## config.mk

```make
export PLATFORM = sky130hd
export DESIGN_NAME = traffic_ctrl
export DESIGN_NICKNAME = d
export VERILOG_FILES = /design/src/rtl/traffic_ctrl.sv
export SDC_FILE = /design/constraint.sdc
export NUM_CORES = 1
export LEC_CHECK = 0
export ABC_CLOCK_PERIOD_IN_PS = 2300
export BUFFER_PORTS_ARGS = -buffer_cell sky130_fd_sc_hd__buf_2
export CELL_PAD_IN_SITES_DETAIL_PLACEMENT = 1
export CELL_PAD_IN_SITES_GLOBAL_PLACEMENT = 1
export CORE_MARGIN = 8
export CORE_UTILIZATION = 40
export DETAILED_ROUTE_END_ITERATION = 6
export PLACE_DENSITY_LB_ADDON = 0.1
export SYNTH_ARGS = -nofsm -noshare
export SYNTH_HDL_FRONTEND = slang
export SYNTH_SLANG_ARGS = --single-unit
```

## constraint.sdc

```tcl
create_clock -name clk -period 2.3 [get_ports clk]
set_input_delay 0.69 -clock clk [delete_from_list [all_inputs] [get_ports clk]]
set_output_delay 0.69 -clock clk [all_outputs]
set_load 0.03 [all_outputs]
```

## src/rtl/traffic_ctrl.sv

```systemverilog
// Two-road traffic light controller with pedestrian walk phase
// and a flashing-yellow night mode, paced by a 1 Hz tick enable.
module traffic_ctrl #(
  parameter int GREEN_S  = 20,
  parameter int YELLOW_S = 3,
  parameter int ALLRED_S = 2,
  parameter int WALK_S   = 10,
  parameter int SHORT_S  = 5
) (
  input  logic       clk,
  input  logic       rst,
  input  logic       tick,
  input  logic       ped_req,
  input  logic       night,
  output logic [2:0] ns_light,
  output logic [2:0] ew_light,
  output logic       walk,
  output logic [6:0] count
);

  typedef enum logic [2:0] {
    NS_GREEN, NS_YELLOW, RED_TO_EW,
    EW_GREEN, EW_YELLOW, RED_TO_NS, NIGHT
  } state_t;

  localparam logic [6:0] G_D = 7'(GREEN_S);
  localparam logic [6:0] Y_D = 7'(YELLOW_S);
  localparam logic [6:0] R_D = 7'(ALLRED_S);
  localparam logic [6:0] W_D = 7'(WALK_S);
  localparam logic [6:0] S_D = 7'(SHORT_S);

  localparam logic [2:0] RED = 3'b100;
  localparam logic [2:0] YEL = 3'b010;
  localparam logic [2:0] GRN = 3'b001;

  state_t     state, state_n, nxt;
  logic [6:0] cnt, cnt_n, dur;
  logic       walk_r, walk_n;
  logic       pend, pend_n, pend_clr;
  logic       flash, flash_n;
  logic       s1, s2, s3;
  logic       rise;

  assign rise = s2 & ~s3;

  // State, counter, walk, pending, flash and button synchronizer
  always_ff @(posedge clk or posedge rst) begin
    if (rst) begin
      state  <= RED_TO_NS;
      cnt    <= R_D;
      walk_r <= 1'b0;
      pend   <= 1'b0;
      flash  <= 1'b0;
      s1     <= 1'b0;
      s2     <= 1'b0;
      s3     <= 1'b0;
    end else begin
      state  <= state_n;
      cnt    <= cnt_n;
      walk_r <= walk_n;
      pend   <= pend_n;
      flash  <= flash_n;
      s1     <= ped_req;
      s2     <= s1;
      s3     <= s2;
    end
  end

  // Successor phase and its duration in the normal cycle
  always_comb begin
    nxt = RED_TO_NS;
    dur = R_D;
    unique case (state)
      NS_GREEN:  begin nxt = NS_YELLOW; dur = Y_D; end
      NS_YELLOW: begin nxt = RED_TO_EW; dur = R_D; end
      RED_TO_EW: begin nxt = EW_GREEN;  dur = G_D; end
      EW_GREEN:  begin nxt = EW_YELLOW; dur = Y_D; end
      EW_YELLOW: begin nxt = RED_TO_NS; dur = R_D; end
      RED_TO_NS: begin nxt = NS_GREEN;  dur = G_D; end
      default:   begin nxt = RED_TO_NS; dur = R_D; end
    endcase
  end

  // Tick-driven next state: night > transition > shorten > decrement
  always_comb begin
    state_n  = state;
    cnt_n    = cnt;
    walk_n   = walk_r;
    flash_n  = flash;
    pend_clr = 1'b0;
    if (tick) begin
      if (state != NIGHT && night) begin
        state_n  = NIGHT;
        cnt_n    = 7'd0;
        walk_n   = 1'b0;
        flash_n  = 1'b1;
        pend_clr = 1'b1;
      end else if (state == NIGHT) begin
        if (!night) begin
          state_n = RED_TO_NS;
          cnt_n   = R_D;
          flash_n = 1'b0;
        end else begin
          flash_n = ~flash;
        end
      end else if (cnt <= 7'd1) begin
        state_n = nxt;
        walk_n  = 1'b0;
        cnt_n   = dur;
        if ((nxt == RED_TO_EW || nxt == RED_TO_NS) && pend) begin
          cnt_n    = W_D;
          walk_n   = 1'b1;
          pend_clr = 1'b1;
        end
      end else if ((state == NS_GREEN || state == EW_GREEN)
                   && pend && cnt > S_D) begin
        cnt_n = S_D;
      end else begin
        cnt_n = cnt - 7'd1;
      end
    end
    // A fresh press survives a same-edge clear so it serves the next phase
    pend_n = (pend & ~pend_clr) | (rise & (state_n != NIGHT));
  end

  // Lamp decode from the current phase
  always_comb begin
    ns_light = RED;
    ew_light = RED;
    unique case (state)
      NS_GREEN:  begin ns_light = GRN; ew_light = RED; end
      NS_YELLOW: begin ns_light = YEL; ew_light = RED; end
      EW_GREEN:  begin ns_light = RED; ew_light = GRN; end
      EW_YELLOW: begin ns_light = RED; ew_light = YEL; end
      NIGHT: begin
        ns_light = {1'b0, flash, 1'b0};
        ew_light = {1'b0, flash, 1'b0};
      end
      default:   begin ns_light = RED; ew_light = RED; end
    endcase
  end

  assign walk  = walk_r;
  assign count = cnt;

endmodule

```

==> results of run 1 <==
through the flow:
step                      TNS (ns)  cells
after CTS                        0    176
after floorplan                  0    127
after detailed placement         0    172
after global routing       -0.0177    176
final                            0    176
after global placement           0    172
power by group:
part / switching [mW] / internal (mW)
registers: 0.200 / 0.413
clock network: 0.0972 / 0.0966
logic: 0.873 / 0.524
total: 1.17 / 1.03
path summary, 6_finish.rpt:
kind,from,end
max,state[2],ns_light[1]
min in group asynchronous,rst,s1
max reg2reg,count[1],count[6]
min,s1,s2
max in group asynchronous,rst,state[1]
min reg2reg,s1,s2
critical path, cell delays in order (launching register included):
cell and delay (ns):
dfstp_4 0.74, nand2_1 0.11, o22ai_1 0.16, buf_2 0.22
layout by cell type, fill, tap and decap left out, types with 2 or more instances in the layout:
cell type,Yosys,layout
buf_2,3,18
o21ai_0,5,5
dfrtp_1,13,12
nor2_1,11,11
nor3_1,3,3
o21bai_1,2,2
buf_4,0,4
clkbuf_4,0,3
o21ai_1,4,4
a21oi_1,13,13
dfstp_2,3,2
inv_1,11,11
o22ai_1,2,2
or3_1,2,2
nand3_1,4,4
ha_1,2,2
xnor2_1,3,3
and3_1,3,3
nand2_1,15,15
area by class of cell:
| class | instances | area [sq um] |
|---|---|---|
| Inverter | 11 | 41.3 |
| Tap cell | 30 | 37.5 |
| Sequential cell | 16 | 409 |
| Timing Repair Buffer | 22 | 120 |
| Multi-Input combinational cell | 93 | 591 |
| Fill cell | 316 | 1260 |
| Clock buffer | 4 | 36.3 |
timing repair:
action | in CTS | in global routing
endpoints found under the setup margin | 0 | 3
setup buffers | 0 | 0
hold buffers | 0 | 0
resized for setup | 0 | 3
per-layer routing:
layer	global-route usage	up-vias	share of wire	routed length (microns)
met4	0.0888	0	0.029	89
li1	-	484	-	-
met5	0	-	0	0
met2	0.225	21	0.44	1340
met1	0.194	478	0.48	1460
met3	0.0248	6	0.046	139
sequential cells by signal, indices dropped and copies added (netlist names):
name,cells
s3,1
state,3
s2,1
flash,1
count,7
s1,1
walk,1
pend,1
Yosys cell counts, types with 2 or more instances:
| library cell | n | area [sq um] |
|---|---|---|
| nor3_1 | 3 | 15.0 |
| nand3_1 | 4 | 20.0 |
| dfstp_2 | 3 | 78.8 |
| o21bai_1 | 2 | 15.0 |
| and3_1 | 3 | 18.8 |
| buf_2 | 3 | 15.0 |
| nand2_1 | 15 | 56.3 |
| inv_1 | 11 | 41.3 |
| o21ai_1 | 4 | 20.0 |
| o22ai_1 | 2 | 12.5 |
| clkbuf_1 | 3 | 11.3 |
| ha_1 | 2 | 25.0 |
| o21ai_0 | 5 | 25.0 |
| nor2_1 | 11 | 41.3 |
| a21oi_1 | 13 | 65.1 |
| nand2b_1 | 2 | 12.5 |
| or3_1 | 2 | 12.5 |
| xnor2_1 | 3 | 26.3 |
| nor2b_1 | 2 | 12.5 |
| dfrtp_1 | 13 | 325 |
cell families after synthesis:
group                      synth area share
xor gates and xnor gates             0.0328
buffers and inverters                0.0738
and+or+nand+nor                       0.225
AOI/OAI and AO/OA                     0.267
DFF                                   0.378
adders and majority gates            0.0234
==> qor.csv, run 1 <==
stage;metric;value;unit
pwr;peakVddDrop;0.000902;V
drt;first_pass_iters;4;
drt;viasPerCell;5.62;
placement;place_congestion;0.792;
placement;hpwl;2.28;mm
worst_setup_path;endpoint_kind;output port;
sta;setup_viol;0;
worst_setup_path;worstPathArrival;1.53;ns
synthesis;syn_nets;134;
drt;postRouteAntennaNets;0;
pwr;p_per_area;1780;mW/mm^2
sta;fin_crit_sh;0.966;
synthesis;synth.cell_area;0.00107;sq mm
global_routing;grt_overflow;0;
flow_run;cap_violations;0;
sta;slew-limit-headroom;0.559;
drt;detail_route.wl_per_cell;17.2;microns
layout;diodes;0;
cts;clkSinkCount;16;
drt;drt-total-wl;3.03;mm
cts;cts-htree-levels;1;
sta;hold-worst-slack;0.362;ns
floorplanning;die_width;67.7;microns
global_routing;grt_max_degree;18;
floorplanning;row_count;18;
worst_setup_path;crit_type;reg -> out;
synthesis;synth.avg_cell_area;8.41;sq um
layout;final_core_util;0.494;
floorplanning;io_pins;19;
synthesis;seq_area_frac_synth;0.378;
pwr;total_power;2.20;mW
sta;worst_slew_pin_slew;0.662;ns
floorplanning;start_util;0.427;
synthesis;synth-async-reset-ratio;1.00;
outcome;outcome;finished, final reports clean;
sta;fin_crit;2.22;ns
worst_setup_path;r2r_slack;0.22;ns
cts;numCtsBuffers;3;
global_routing;grt_pass1_wl;5.16;mm
floorplanning;die_h;67.7;microns
synthesis;synth_edf_count;0;
cts;cts_tree;built;
drt;post-route-drc-count;0;
synthesis;synth_seq_cells;16;
synthesis;ys.flop_type;dfrtp_1;
layout;final_nets;154;
synthesis;syn_inst;127;
worst_setup_path;critPathLaunchType;register;
placement;placed_cell_area;0.00119;sq mm
sta;max_freq;450;MHz
global_routing;grt_usage;0.149;
worst_setup_path;cp.required;1.61;ns
cts;clockBufferDepth;2;
cts;clock_latency;0.30;ns
floorplanning;core_region_area;0.00250;sq mm
synthesis;ys_types;41;
floorplanning;dieArea;0.00458;sq mm
sta;clock_skew;0.00894;ns
global_routing;first_global_vias;1026;
layout;area_delta_synth_final;15.6;%
worst_setup_path;critPathMaxFanout;17;
sta;maxSlewViolCount;0;
cts;clk_pin_slew;0.10;ns
drt;drt-initial-drc-count;25;
placement;io_buffers;18;
worst_hold_path;holdCritPathClass;reg -> reg;
placement;place_ws;0.217;ns
synthesis;yosysWarningCount;0;
global_routing;antenna_found_initial;0;
cts;clockRootBuffer;clkbuf_4;
worst_hold_path;whs_path_depth;0;
pwr;p_leak;0.580;nW
drt;num_vias;989;
layout;final_area;0.00123;sq mm
worst_setup_path;reg2regPathDepth;8;
sta;hold_viol;0;
sta;final.setup.worst_slack;0.0782;ns
layout;drive_gt1_frac;0.260;
Power figures use the tool's default switching activity.
==> run 2, diff against run 1 <==
--- a/config.mk
+++ b/config.mk
@@ -6,12 +6,12 @@
 export NUM_CORES = 1
 export LEC_CHECK = 0
 export ABC_CLOCK_PERIOD_IN_PS = 2300
-export BUFFER_PORTS_ARGS = -buffer_cell sky130_fd_sc_hd__buf_2
 export CELL_PAD_IN_SITES_DETAIL_PLACEMENT = 1
 export CELL_PAD_IN_SITES_GLOBAL_PLACEMENT = 1
 export CORE_MARGIN = 8
-export CORE_UTILIZATION = 40
+export CORE_UTILIZATION = 45
 export DETAILED_ROUTE_END_ITERATION = 6
+export DONT_BUFFER_PORTS = 1
 export PLACE_DENSITY_LB_ADDON = 0.1
 export SYNTH_ARGS = -nofsm -noshare
 export SYNTH_HDL_FRONTEND = slang
==> run 2 against run 1 <==
Effect of this change:
- die area is 8.5% lower
- critical path depth is the same
- core utilization grew 8.5 points
- flip-flop and latch count unchanged
- first-iteration DRC count increased to 2.9 times the previous value
- clock power grew 3%
- largest power group unchanged
- largest cell class unchanged
- sequential power shrank 7.2%
- routed wire length is 9.5% higher
- critical endpoint unchanged
==> qor.csv, run 2 (synthesis results as in run 1) <==
stage;metric;value;unit;change
layout;area_delta_synth_final;21.1;%;
cts;clk_pin_slew;0.11;ns;about the same
pwr;total_power;2.38;mW;+7.9%
pwr;p_per_area;1840;mW/mm^2;+3.0%
sta;worst_slew_pin_slew;0.642;ns;-0.0192 ns
global_routing;grtUsageMet3;0.0498;;+0.0250
worst_hold_path;holdCritPathClass;in -> async;;
pwr;swShare;0.518;;-0.0133
floorplanning;die_width;64.7;microns;-4.4%
cts;cts-htree-levels;1;;unchanged
pwr;p_leak;0.595;nW;+2.6%
layout;layout_common_cells;buf_4 (22), nand2_1 (14), a21oi_1 (13), dfrtp_1 (12);;
drt;num_vias;1046;;+5.8%
drt;drt-initial-drc-count;73;;+190%
sta;clock_skew;0.00973;ns;+0.000785 ns
cts;clkSinkCount;16;;unchanged
global_routing;grt_use_met1;0.200;;+0.00616
sta;slew-limit-headroom;0.571;;+0.0128
cts;clockRootBuffer;clkbuf_4;;
cts;clockBufferDepth;2;;unchanged
sta;maxSlewViolCount;0;;unchanged
global_routing;grt_overflow;0;;unchanged
drt;first_pass_iters;4;;unchanged
layout;final_common_cell;buf_4;;
pwr;peakVddDrop;0.000876;V;-2.9%
layout;largest_register_ffs;7;;unchanged
cts;numCtsBuffers;3;;unchanged
placement;io_buffers;0;;-18
cts;clock_latency;0.30;ns;about the same
worst_setup_path;crit_slowest_cell;dfstp_2;;
floorplanning;row_count;17;;-1
sta;setup_viol;0;;unchanged
pwr;seqPwrFrac;0.239;;-0.039
worst_setup_path;endpoint_kind;output port;;
drt;viasPerCell;5.98;;+6.4%
drt;detail_route.wl_per_cell;19.0;microns;+10%
placement;hpwl;2.27;mm;-0.22%
global_routing;grt_max_degree;17;;-1
drt;drt-total-wl;3.32;mm;+9.5%
worst_setup_path;r2r_slack;0.24;ns;+0.02 ns
pwr;switching_power;1.23;mW;+5.2%
sta;hold-worst-slack;0.344;ns;-0.0178 ns
floorplanning;core_region_area;0.00223;sq mm;-11%
sta;setup_tns;0;ns;unchanged
global_routing;antenna_found_initial;0;;unchanged
sta;fin_crit_sh;0.961;;-0.00493
sta;hold_viol;0;;unchanged
global_routing;busiest_layer;met2;;
worst_setup_path;cp.required;1.61;ns;about the same
sta;fin_crit;2.21;ns;-0.0113 ns
global_routing;use_met2;0.248;;+0.0236
global_routing;grt_pass1_wl;5.41;mm;+4.8%
global_routing;grt_usage;0.162;;+0.0134
pwr;pwr-share-clk;0.084;;-0.004
layout;final_core_util;0.579;;+0.0853
sta;rsz0062_at_grt;false;;
floorplanning;io_pins;19;;unchanged
global_routing;first_global_vias;1097;;+6.9%
drt;post-route-drc-count;0;;unchanged
pwr;combPwrFrac;0.676;;+0.042
worst_setup_path;timing.rr.start;count[1];;
layout;final_nets;155;;+0.65%
layout;diodes;0;;unchanged
worst_setup_path;worstPathArrival;1.52;ns;about the same
outcome;outcome;finished, final reports clean;;
floorplanning;start_util;0.478;;+0.0510
worst_setup_path;slowest_delay;0.64;ns;-0.10 ns
pwr;p_int;1.15;mW;+11%
floorplanning;dieArea;0.00419;sq mm;-8.5%
floorplanning;die_h;64.7;microns;-4.4%
drt;postRouteAntennaNets;0;;unchanged
flow_run;cap_violations;0;;unchanged
worst_setup_path;critPathMaxFanout;9;;-8
cts;cts_tree;built;;
layout;drive_gt1_frac;0.265;;+0.00503
worst_setup_path;crit_type;reg -> out;;
sta;max_freq;452;MHz;+0.51%
worst_setup_path;path_cells;nand2b_1 > o22ai_1 > buf_4;;
worst_setup_path;startpoint;state[0];;
worst_setup_path;critPathLaunchType;register;;
placement;place_congestion;0.856;;+8.1%
==> run 2: cell count changes in the layout (fill, tap and decap cells not counted), sizes merged <==
| cell | before | now |
|---|---|---|
| buf | 22 | 23 |
==> run 2: cell type report <==
type,count,area (sq um)
Fill cell,278,940
Multi-Input combinational cell,93,591
Sequential cell,16,405
Timing Repair Buffer,23,185
Inverter,11,41.3
Clock buffer,4,36.3
Tap cell,28,35.0
==> run 2: worst paths after layout <==
path                               end  depth (start not counted)
max                        ns_light[1]                          3
min                           count[2]                          1
max reg2reg                   count[5]                          8
min reg2reg                         s2                          0
max in group asynchronous     state[1]                          1
min in group clk                    s2                          0
==> run 2: through the flow <==
| stage | area [sq um] | setup WS [ns] | std cells |
|---|---|---|---|
| 2_1_floorplan | 1070 | 0.0344 | 127 |
| 3_3_place_gp | 1170 | 0.309 | 161 |
| 3_5_place_dp | 1170 | 0.274 | 161 |
| 4_1_cts | 1250 | 0.0548 | 169 |
| 5_1_grt | 1290 | 0.0131 | 175 |
| 6_report | 1290 | 0.0895 | 175 |
==> run 2: timing repair <==
item / CTS / global route
setup buffers: 4 / 6
endpoints found under the setup margin: 1 / 2
hold endpoints to repair: 0 / 0
hold buffers: 0 / 0
resized for setup: 1 / 1
==> run 2: critical path, delay by kind of cell (launching register included) <==
kind                   cells  cell delay (ns)
flip-flops                 1             0.64
AND/OR/NAND/NOR            1             0.21
AO/OA/AOI/OAI              1             0.19
buffers and inverters      1             0.19
==> run 2: per-layer routing <==
layer / wire (microns) / share of wire
met1: 1540 / 0.46
met2: 1490 / 0.45
met3: 212 / 0.064
met4: 73 / 0.022
met5: 0 / 0
==> run 2: power groups by stage <==
stage                     logic [mW]  clock network, mW  registers, mW
after floorplan                0.997                  0          0.623
after global placement          1.35                  0          0.599
after detailed placement        1.39                  0          0.609
after CTS                       1.49              0.199          0.582
after global routing            1.75              0.211          0.583
final                           1.61              0.200          0.569
==> run 3, diff against run 2 <==
--- a/config.mk
+++ b/config.mk
@@ -5,9 +5,11 @@
 export SDC_FILE = /design/constraint.sdc
 export NUM_CORES = 1
 export LEC_CHECK = 0
+export ABC_AREA = 0
 export ABC_CLOCK_PERIOD_IN_PS = 2300
 export CELL_PAD_IN_SITES_DETAIL_PLACEMENT = 1
 export CELL_PAD_IN_SITES_GLOBAL_PLACEMENT = 1
+export CORE_ASPECT_RATIO = 1.4
 export CORE_MARGIN = 8
 export CORE_UTILIZATION = 45
 export DETAILED_ROUTE_END_ITERATION = 6
==> constraint.sdc (replaced) <==
create_clock -name clk -period 2.3 [get_ports clk]
set_input_delay 0.69 -clock clk [delete_from_list [all_inputs] [get_ports clk]]
set_output_delay 0.69 -clock clk [all_outputs]
set_load 0.01 [all_outputs]
==> run 3 against run 2 <==
Effect of this change:
- clock-buffer cell count stayed put
- clock power fell by 5%
- sequential power increased by 11%
- global-route usage is 1.7 points lower
- fmax is 0.55% higher
- highest routed layer unchanged
==> qor.csv, run 3 (synthesis results as in run 1) <==
stage;metric;value;unit;change
sta;hold-worst-slack;0.346;ns;+0.00194 ns
pwr;switching_power;0.941;mW;-24%
outcome;outcome;finished, final reports clean;;
worst_setup_path;r2r_slack;0.16;ns;-0.08 ns
cts;clockRootBuffer;clkbuf_4;;
drt;post-route-drc-count;0;;unchanged
worst_setup_path;critPathTopFamily;flip-flops;;
layout;final_core_util;0.484;;-0.0950
global_routing;first_global_vias;988;;-9.9%
cts;cts_tree;built;;
floorplanning;dieArea;0.00421;sq mm;+0.52%
layout;multiInputGateArea;586;sq um;-0.85%
worst_setup_path;endpoint_kind;output port;;
sta;rsz0062_at_grt;false;;
worst_setup_path;critPathMaxFanout;11;;+2
sta;clock_skew;0.00526;ns;-0.00447 ns
pwr;seqPwrFrac;0.340;;+0.101
pwr;swShare;0.507;;-0.0109
cts;numCtsBuffers;3;;unchanged
sta;hold_viol;0;;unchanged
worst_setup_path;cp.required;1.61;ns;about the same
layout;diodes;0;;unchanged
drt;num_vias;948;;-9.4%
worst_setup_path;path_cells;nand2b_1 > o22ai_1;;
sta;worst_slew_pin_slew;0.622;ns;-0.0205 ns
sta;setup_tns;0;ns;unchanged
worst_setup_path;worstPathArrival;1.51;ns;about the same
drt;detail_route.wl_per_cell;19.2;microns;+1.5%
layout;final_area;0.00112;sq mm;-13%
layout;area_delta_synth_final;4.80;%;
layout;final_nets;135;;-13%
worst_setup_path;crit-reg2reg-capture;count[0];;
worst_setup_path;reg2regPathDepth;7;;-1
sta;max_freq;455;MHz;+0.55%
sta;slew-limit-headroom;0.585;;+0.0137
layout;drive_gt1_frac;0.134;;-0.131
floorplanning;io_pins;19;;unchanged
drt;drt-initial-drc-count;27;;-63%
worst_setup_path;slowest_delay;0.65;ns;about the same
sta;fin_crit;2.20;ns;-0.0120 ns
cts;clock_latency;0.30;ns;about the same
layout;nFillCells;285;;+2.5%
worst_setup_path;path_depth;2;;-1
drt;viasPerCell;6.32;;+5.7%
cts;clkSinkCount;16;;unchanged
floorplanning;die_h;73.7;microns;+14%
global_routing;antenna_found_initial;0;;unchanged
floorplanning;core_region_area;0.00231;sq mm;+3.5%
sta;setup_viol;0;;unchanged
flow_run;cap_violations;0;;unchanged
placement;place_inst;146;;-9.3%
cts;clk_pin_slew;0.10;ns;about the same
pwr;peakVddDrop;0.000669;V;-24%
pwr;p_leak;0.492;nW;-17%
cts;ctsHoldBuffers;0;;unchanged
placement;hpwl;2.23;mm;-1.8%
cts;cts_resized;0;;-1
global_routing;grt_usage;0.145;;-0.0169
global_routing;grt_max_degree;18;;+1
worst_hold_path;holdCritPathClass;in -> async;;
placement;place_congestion;0.799;;-6.7%
pwr;p_per_area;1660;mW/mm^2;-9.8%
cts;clockBufferDepth;2;;unchanged
layout;regArea;405;sq um;unchanged
floorplanning;die_width;57.2;microns;-12%
global_routing;grt_overflow;0;;unchanged
worst_setup_path;crit_buf_inv;0;;-1
cts;cts_setup_buffers;0;;-4
layout;largest_register_ffs;7;;unchanged
placement;io_buffers;0;;unchanged
pwr;p_int;0.915;mW;-20%
worst_setup_path;timing.rr.start;count[1];;
floorplanning;row_count;21;;+4
sta;maxSlewViolCount;0;;unchanged
pwr;combPwrFrac;0.557;;-0.119
layout;final_cells;150;;-14%
layout;final_common_cell;nand2_1;;
placement;placed_cell_area;0.00108;sq mm;-7.2%
worst_setup_path;crit_slowest_cell;dfstp_2;;
layout;layout_common_cells;nand2_1 (15), a21oi_1 (13), dfrtp_1 (12), inv_1 (11), nor2_1 (11);;
drt;postRouteAntennaNets;0;;unchanged
sta;fin_crit_sh;0.956;;-0.00523
cts;cts-htree-levels;1;;unchanged
pwr;pwr-share-clk;0.103;;+0.019
worst_setup_path;crit_type;reg -> out;;
drt;first_pass_iters;4;;unchanged
drt;drt-total-wl;2.89;mm;-13%
floorplanning;start_util;0.462;;-0.0163
worst_setup_path;critPathLaunchType;register;;
global_routing;grt_pass1_wl;4.80;mm;-11%
==> run 3: worst max-delay path by stage <==
stage,from,endpoint
after floorplan,state[0],ew_light[2]
after global placement,count[1],count[0]
after detailed placement,count[1],count[0]
after CTS,state[0],ns_light[1]
after global routing,state[0],ns_light[1]
final,state[0],ns_light[1]
==> run 3: layout make-up <==
class | count | area share
flip-flops and latches | 16 | 0.362
inverters | 11 | 0.0369
multi-input cells | 93 | 0.523
clock buffers | 4 | 0.0324
well taps | 23 | 0.0257
repair buffers | 3 | 0.0201
==> run 3: stage by stage <==
stage          setup WS [ns]  power [mW]
3_5_place_dp           0.164        1.67
6_report               0.102        1.86
4_1_cts               0.0906        1.87
3_3_place_gp           0.284        1.63
5_1_grt              0.00664        2.03
2_1_floorplan          0.338        1.44
==> run 3: layer usage <==
metal	global-route usage	share of wire	up-vias
li1	-	-	449
met1	0.138	0.36	476
met2	0.283	0.57	18
met3	0.0328	0.047	5
met4	0.0628	0.019	0
met5	0	0	-
==> run 3: worst reg2reg max path, stage by stage (launching register included) <==
cell      delay [ns]
dfstp_2         0.60
inv_1           0.08
ha_1            0.18
o21bai_1        0.22
and3_1          0.31
a21oi_1         0.30
nand2_1         0.09
a32o_1          0.26
==> run 3: power by group through the flow <==
stage          logic, mW  registers, mW  clock network, mW
2_1_floorplan      0.906          0.534                  0
3_3_place_gp       0.999          0.633                  0
3_5_place_dp        1.03          0.638                  0
4_1_cts             1.04          0.635              0.195
5_1_grt             1.16          0.661              0.203
6_report            1.03          0.631              0.191
